===== src/rtl/ks_subtractor_pipe.sv =====
`default_nettype none
// ============================================================================
//  Module   : ks_subtractor_pipe
//  Brief    : Three-stage pipelined Kogge-Stone subtractor computing a - b
//             with valid/ready handshakes on both sides. Reports the unsigned
//             borrow (inverted carry-out) and the signed overflow.
//             Optional macro KS_SUB_SAT_EN: unsigned saturation, so diff is
//             forced to 0 whenever borrow is set.
//  Revision : 1.0 - initial release
// ============================================================================
module ks_subtractor_pipe #(
  parameter int WIDTH = 16
) (
  input  logic             clk,
  input  logic             rst_n,
  input  logic             in_valid,
  output logic             in_ready,
  input  logic [WIDTH-1:0] a,
  input  logic [WIDTH-1:0] b,
  output logic             out_valid,
  input  logic             out_ready,
  output logic [WIDTH-1:0] diff,
  output logic             borrow,
  output logic             ovf
);

  localparam int LEVELS    = $clog2(WIDTH);
  localparam int S2_LEVELS = (LEVELS + 1) / 2;

  // S1: operand capture with per-bit propagate/generate
  logic             s1_valid_q, s1_valid_d;
  logic [WIDTH-1:0] s1_p_q, s1_p_d;
  logic [WIDTH-1:0] s1_g_q, s1_g_d;
  logic             s1_a_msb_q, s1_a_msb_d;
  logic             s1_b_msb_q, s1_b_msb_d;

  // S2: first half of the prefix tree; raw propagate kept for the sum XOR
  logic             s2_valid_q, s2_valid_d;
  logic [WIDTH-1:0] s2_p_q, s2_p_d;
  logic [WIDTH-1:0] s2_gg_q, s2_gg_d;
  logic [WIDTH-1:0] s2_gp_q, s2_gp_d;
  logic             s2_a_msb_q, s2_a_msb_d;
  logic             s2_b_msb_q, s2_b_msb_d;

  // S3: output register
  logic             out_valid_q, out_valid_d;
  logic [WIDTH-1:0] diff_q, diff_d;
  logic             borrow_q, borrow_d;
  logic             ovf_q, ovf_d;

  // Combinational intermediates
  logic             advance;
  logic [WIDTH-1:0] pre_p, pre_g;
  logic [WIDTH-1:0] lo_gg, lo_gp, lo_gg_prev, lo_gp_prev;
  logic [WIDTH-1:0] hi_gg, hi_gp, hi_gg_prev, hi_gp_prev;
  logic [WIDTH-1:0] diff_raw;
  logic             borrow_raw;
  logic             ovf_raw;

  // Whole pipe moves together; stalls only when the held result is refused.
  // The out_ready -> in_ready combinational path is deliberate.
  assign advance  = ~(out_valid_q & ~out_ready);
  assign in_ready = advance;

  assign out_valid = out_valid_q;
  assign diff      = diff_q;
  assign borrow    = borrow_q;
  assign ovf       = ovf_q;

  // Pre-processing over a and ~b; carry-in of 1 is folded into bit-0 generate
  always_comb begin
    pre_p    = a ^ ~b;
    pre_g    = a & ~b;
    pre_g[0] = a[0] | ~b[0];
  end

  // Lower prefix levels (spans 1, 2, ...) evaluated on the S1 register
  always_comb begin
    lo_gg      = s1_g_q;
    lo_gp      = s1_p_q;
    lo_gg_prev = '0;
    lo_gp_prev = '0;
    for (int k = 0; k < S2_LEVELS; k++) begin
      lo_gg_prev = lo_gg;
      lo_gp_prev = lo_gp;
      for (int i = (1 << k); i < WIDTH; i++) begin
        lo_gg[i] = lo_gg_prev[i] | (lo_gp_prev[i] & lo_gg_prev[i - (1 << k)]);
        lo_gp[i] = lo_gp_prev[i] & lo_gp_prev[i - (1 << k)];
      end
    end
  end

  // Upper prefix levels on the S2 register, then the sum/borrow/overflow
  always_comb begin
    hi_gg      = s2_gg_q;
    hi_gp      = s2_gp_q;
    hi_gg_prev = '0;
    hi_gp_prev = '0;
    for (int k = S2_LEVELS; k < LEVELS; k++) begin
      hi_gg_prev = hi_gg;
      hi_gp_prev = hi_gp;
      for (int i = (1 << k); i < WIDTH; i++) begin
        hi_gg[i] = hi_gg_prev[i] | (hi_gp_prev[i] & hi_gg_prev[i - (1 << k)]);
        hi_gp[i] = hi_gp_prev[i] & hi_gp_prev[i - (1 << k)];
      end
    end
    // hi_gg[i] is now the carry out of bit i; bit 0 sees the carry-in of 1
    diff_raw   = s2_p_q ^ {hi_gg[WIDTH-2:0], 1'b1};
    borrow_raw = ~hi_gg[WIDTH-1];
    ovf_raw    = (s2_a_msb_q ^ s2_b_msb_q) & (diff_raw[WIDTH-1] ^ s2_a_msb_q);
  end

  // Next-state for every stage: hold by default, shift forward on advance
  always_comb begin
    s1_valid_d  = s1_valid_q;
    s1_p_d      = s1_p_q;
    s1_g_d      = s1_g_q;
    s1_a_msb_d  = s1_a_msb_q;
    s1_b_msb_d  = s1_b_msb_q;
    s2_valid_d  = s2_valid_q;
    s2_p_d      = s2_p_q;
    s2_gg_d     = s2_gg_q;
    s2_gp_d     = s2_gp_q;
    s2_a_msb_d  = s2_a_msb_q;
    s2_b_msb_d  = s2_b_msb_q;
    out_valid_d = out_valid_q;
    diff_d      = diff_q;
    borrow_d    = borrow_q;
    ovf_d       = ovf_q;
    if (advance) begin
      s1_valid_d  = in_valid;
      s1_p_d      = pre_p;
      s1_g_d      = pre_g;
      s1_a_msb_d  = a[WIDTH-1];
      s1_b_msb_d  = b[WIDTH-1];
      s2_valid_d  = s1_valid_q;
      s2_p_d      = s1_p_q;
      s2_gg_d     = lo_gg;
      s2_gp_d     = lo_gp;
      s2_a_msb_d  = s1_a_msb_q;
      s2_b_msb_d  = s1_b_msb_q;
      out_valid_d = s2_valid_q;
`ifdef KS_SUB_SAT_EN
      diff_d      = borrow_raw ? '0 : diff_raw;
`else
      diff_d      = diff_raw;
`endif
      borrow_d    = borrow_raw;
      ovf_d       = ovf_raw;
    end
  end

  // Pipeline registers with asynchronous active-low clear
  always_ff @(posedge clk or negedge rst_n) begin
    if (!rst_n) begin
      s1_valid_q  <= 1'b0;
      s1_p_q      <= '0;
      s1_g_q      <= '0;
      s1_a_msb_q  <= 1'b0;
      s1_b_msb_q  <= 1'b0;
      s2_valid_q  <= 1'b0;
      s2_p_q      <= '0;
      s2_gg_q     <= '0;
      s2_gp_q     <= '0;
      s2_a_msb_q  <= 1'b0;
      s2_b_msb_q  <= 1'b0;
      out_valid_q <= 1'b0;
      diff_q      <= '0;
      borrow_q    <= 1'b0;
      ovf_q       <= 1'b0;
    end else begin
      s1_valid_q  <= s1_valid_d;
      s1_p_q      <= s1_p_d;
      s1_g_q      <= s1_g_d;
      s1_a_msb_q  <= s1_a_msb_d;
      s1_b_msb_q  <= s1_b_msb_d;
      s2_valid_q  <= s2_valid_d;
      s2_p_q      <= s2_p_d;
      s2_gg_q     <= s2_gg_d;
      s2_gp_q     <= s2_gp_d;
      s2_a_msb_q  <= s2_a_msb_d;
      s2_b_msb_q  <= s2_b_msb_d;
      out_valid_q <= out_valid_d;
      diff_q      <= diff_d;
      borrow_q    <= borrow_d;
      ovf_q       <= ovf_d;
    end
  end

endmodule
`default_nettype wire

===== config.mk =====
export PLATFORM = sky130hd
export DESIGN_NAME = ks_subtractor_pipe
export DESIGN_NICKNAME = d
export VERILOG_FILES = /design/src/rtl/ks_subtractor_pipe.sv
export SDC_FILE = /design/constraint.sdc
export NUM_CORES = 1
export LEC_CHECK = 0
export ABC_CLOCK_PERIOD_IN_PS = 1900
export BUFFER_PORTS_ARGS = -buffer_cell sky130_fd_sc_hd__buf_2
export CAP_MARGIN = 20
export CORE_MARGIN = 2
export CORE_UTILIZATION = 40
export DETAILED_ROUTE_END_ITERATION = 10
export PLACE_DENSITY_LB_ADDON = 0.25
export REMOVE_ABC_BUFFERS = 1
export SLEW_MARGIN = 20
export SYNTH_ARGS = -nofsm -noshare
export SYNTH_HDL_FRONTEND = slang
export SYNTH_SLANG_ARGS = --single-unit

===== constraint.sdc =====
create_clock -name clk -period 1.9 [get_ports clk]
set_clock_uncertainty 0.2 [all_clocks]
set_input_delay 0.19 -clock clk [delete_from_list [all_inputs] [get_ports clk]]
set_output_delay 0.19 -clock clk [all_outputs]
set_load 0.005 [all_outputs]

==> parameters.txt <==
Parameter                              Value

Floorplan
  Core footprint    11300 um^2
  Total die area    12300 um^2
  Die Width    111 um
  Rows    39
  Effective utilization at floorplan    40.5%
  Die Ht    roughly 110 um
  # IOs    between 50 and 60

Global routing
  Remaining global-route overflow    0
  Wire length of the first global-routing pass    16.4 mm
  Global-route total usage across every layer    16.4%
  Via count of the first global-routing pass    3475
  Pin count of the biggest net entering global routing    54
  Antenna violations before repair    0

Clock network
  Post-CTS Resized    0
  Clk slew on worst S/H paths    ~0.07 ns
  Clock Latency Late Sink    0.34 ns
  # hold bufs at CTS    18
  Buffer depth of the longest clock path    2
  Post-CTS setup-driven buffer insertion count    0
  Clock tree from TritonCTS    built
  Root buf cell    clkbuf_16
  Sink count of the clock tree    about 100
  CTS buffer count    9
  H-tree Lvls    3

Job
  Total of max-cap violations    0

Worst setup path
  Cell-by-cell listing of the critical path    nor2b_4 > inv_2 > buf_12 > buf_2
  Worst-path cell with the longest stage delay    dfrtp_1
  Endpoint class of the critical path    output port
  Cells on worst reg2reg path    6
  R2R Setup Slk    0.27 ns
  Crit path max fanout    49
  Critical Path Source Type    flip-flop
  Reg-to-Reg End    diff[13]
  Delay contributed by the slowest stage of the critical path    0.38 ns
  Cell family with the largest share of critical-path delay    buffers and inverters
  Arrival time at the worst endpoint    1.43 ns
  Buffer and inverter count on the worst path    3
  Startpoint of the lowest-slack register-to-register path    out_valid
  Required time of the critical path    around 1.5 ns
  Setup CP Type    flip-flop to output port

Timing
  Shortest period the worst path allows    1.82 ns
  RSZ-0062 raised after global routing    false
  Hold Slack    approximately 0.0034 ns
  Final number of setup-violating endpoints    0
  Final clock period utilization by the worst path    95.8%
  Relative slew slack    ~70%
  Pins over their slew limit    0
  Measured slew at the worst slew-check pin    0.447 ns
  Maximum frequency from static timing analysis    0.549 GHz
  Final hold viol count    0

Logic synthesis
  FFs w/ async S/R, synth    100%
  Top post-synthesis cells by area    dfrtp_1 55%, nand2_1 16%, ha_1 4.4%
  Cell taking the most area after synthesis    dfrtp_1
  Synthesized cell area    approximately 4600 um^2
  Ys Warns    0
  Dominant synthesized flop cell    dfrtp_1
  Gate count of the mapped netlist    506
  Per-instance average area after synthesis    9.03 um^2
  Synth unique cells    37
  Number of enable-type register cells in the synthesized netlist    0
  Synth top area share    a little under three fifths
  Synth Register Bits    around 100
  Sequential-to-total area share from yosys stat    about 55%

Route
  Average via count per standard cell    4.85
  Antenna viol nets, final    0
  WL per Instance    between 10 and 15 um
  Number of detailed-routing iterations run before antenna repair    4
  Routed wire length    9.20 mm
  Via count    approximately 3500
  DR DRC count    0
  Violation count after the first detailed-routing iteration    between 150 and 200

Placement
  Global placement routability congestion    ~0.75
  Placed instance count    around 700
  Port bufs    55
  HPWL Detailed    6.34 mm

Worst hold path
  Min-delay worst type    input port to flip-flop
  Hold path endpoint    s1_p_q[1]
  Number of instances on the worst hold path    4
  Hold path startpoint    a[1]

Cells and area
  Share of cells above drive strength 1    14.7%
  Syn-to-layout area delta    20.3%
  Utilization after layout    48.8%
  Antenna Cells    0
  Number of nets in the layout    approximately 630
  Non-filler instance count after layout    722

Pwr
  Worst supply voltage drop on vdd    around 730 uV
  P_leak    2.87 nW
  Final Power    0.00720 W
  Power per Cell Area    1310 nW/um^2

Run status
  Status    finished, final reports clean
==> sequential cells by signal (all words and copies together) (netlist names) <==
signal	count
borrow	1
diff	16
out_valid	1
ovf	1
s1_a_msb_q	1
s1_b_msb_q	1
s1_g_q	16
s1_p_q	16
s1_valid_q	1
s2_a_msb_q	1
s2_b_msb_q	1
s2_gg_q	16
s2_gp_q	12
s2_p_q	16
s2_valid_q	1
==> layer usage <==
metal / track usage (%) / wire length, um
met1: 22.7 / 4570
met2: 25.7 / 4190
met4: 6.08 / 157
met3: 3.23 / 274
met5: 0 / 0
==> cell families after synthesis <==
logic type | count (synthesis) | share of synthesized area, %
AND/OR/NAND/NOR | 235 | 20.6
buffers and inverters | 47 | 4.60
flip-flops | 101 | 55.3
adder cells (fa/ha/maj) | 16 | 4.38
XOR/XNOR | 12 | 2.30
AO/OA/AOI/OAI | 95 | 12.8
==> worst max-delay path by stage <==
stage,from,endpoint,slack [ns],cells past startpoint
after floorplan,out_valid,s2_gp_q[12],-1.25,4
after global placement,out_valid,diff[13],0.33,6
after detailed placement,out_valid,diff[13],0.28,6
after CTS,out_valid,in_ready,0.07,4
after global routing,out_valid,in_ready,0.005,4
final,out_valid,in_ready,0.08,4
==> layout by cell type (no fill, tap or decap), types with 2 or more instances in the layout <==
master,netlist,layout
clkbuf_8,0,2
buf_4,1,5
xor2_1,4,4
clkinv_4,0,2
clkbuf_16,0,9
a21oi_1,31,31
nand2_1,189,189
a211oi_1,3,3
buf_12,0,5
o21a_1,3,3
o21ai_0,22,22
nand3_1,11,11
o31ai_1,3,3
a21o_2,2,2
ha_1,16,16
dfrtp_1,101,101
nor3_1,2,2
or3_1,3,3
a21o_1,22,22
or4_1,2,2
buf_2,18,54
xnor2_1,8,8
o211ai_1,2,2
o2111ai_1,2,2
inv_1,21,21
clkinv_2,0,2
dlygate4sd3_1,0,18
nor2_1,21,21
==> final cells by class <==
cell class	count	area, um^2
inverters	22	82.6
repair buffers	82	588
clock buffers	11	253
flip-flops and latches	101	2530
clock inverters	5	35.0
fillers	1089	5770
multi-input cells	358	1830
well taps	143	179
==> cells in the mapped netlist (all sizes together) (2+ instances only) <==
library cell and number:
or3 3, inv 22, nand3 11, a211oi 3, o21a 3, buf 20, clkbuf 5, nor2 21
or4 2, a21o 24, o2111ai 2, nor2b 2, xor2 4, dfrtp 101, o21ai 22, nand2 189
xnor2 8, o31ai 3, ha 16, o211ai 2, nor3 2, a21oi 32
==> through the flow <==
step                setup slack [ns]  TNS, ns  instance area (um^2)
floorplan                      -1.25   -97.26                  4440
global placement               0.331        0                  5030
detailed placement             0.277        0                  5030
CTS                           0.0659        0                  5500
global route                 0.00507        0                  5500
finish                        0.0790        0                  5500
==> worst min-delay path: stages <==
cell     delay [ns]
buf_2          0.08
ha_1           0.13
nand2_1        0.05
nand2_1        0.06
==> where the power goes <==
group	total [W]	internal [W]	switching, W
sequential	0.00344	0.00284	0.000593
combinational	0.00201	0.000940	0.00107
clock	0.00175	0.000959	0.000789
total	0.00720	0.00474	0.00246
(Power assumes the default switching activity.)
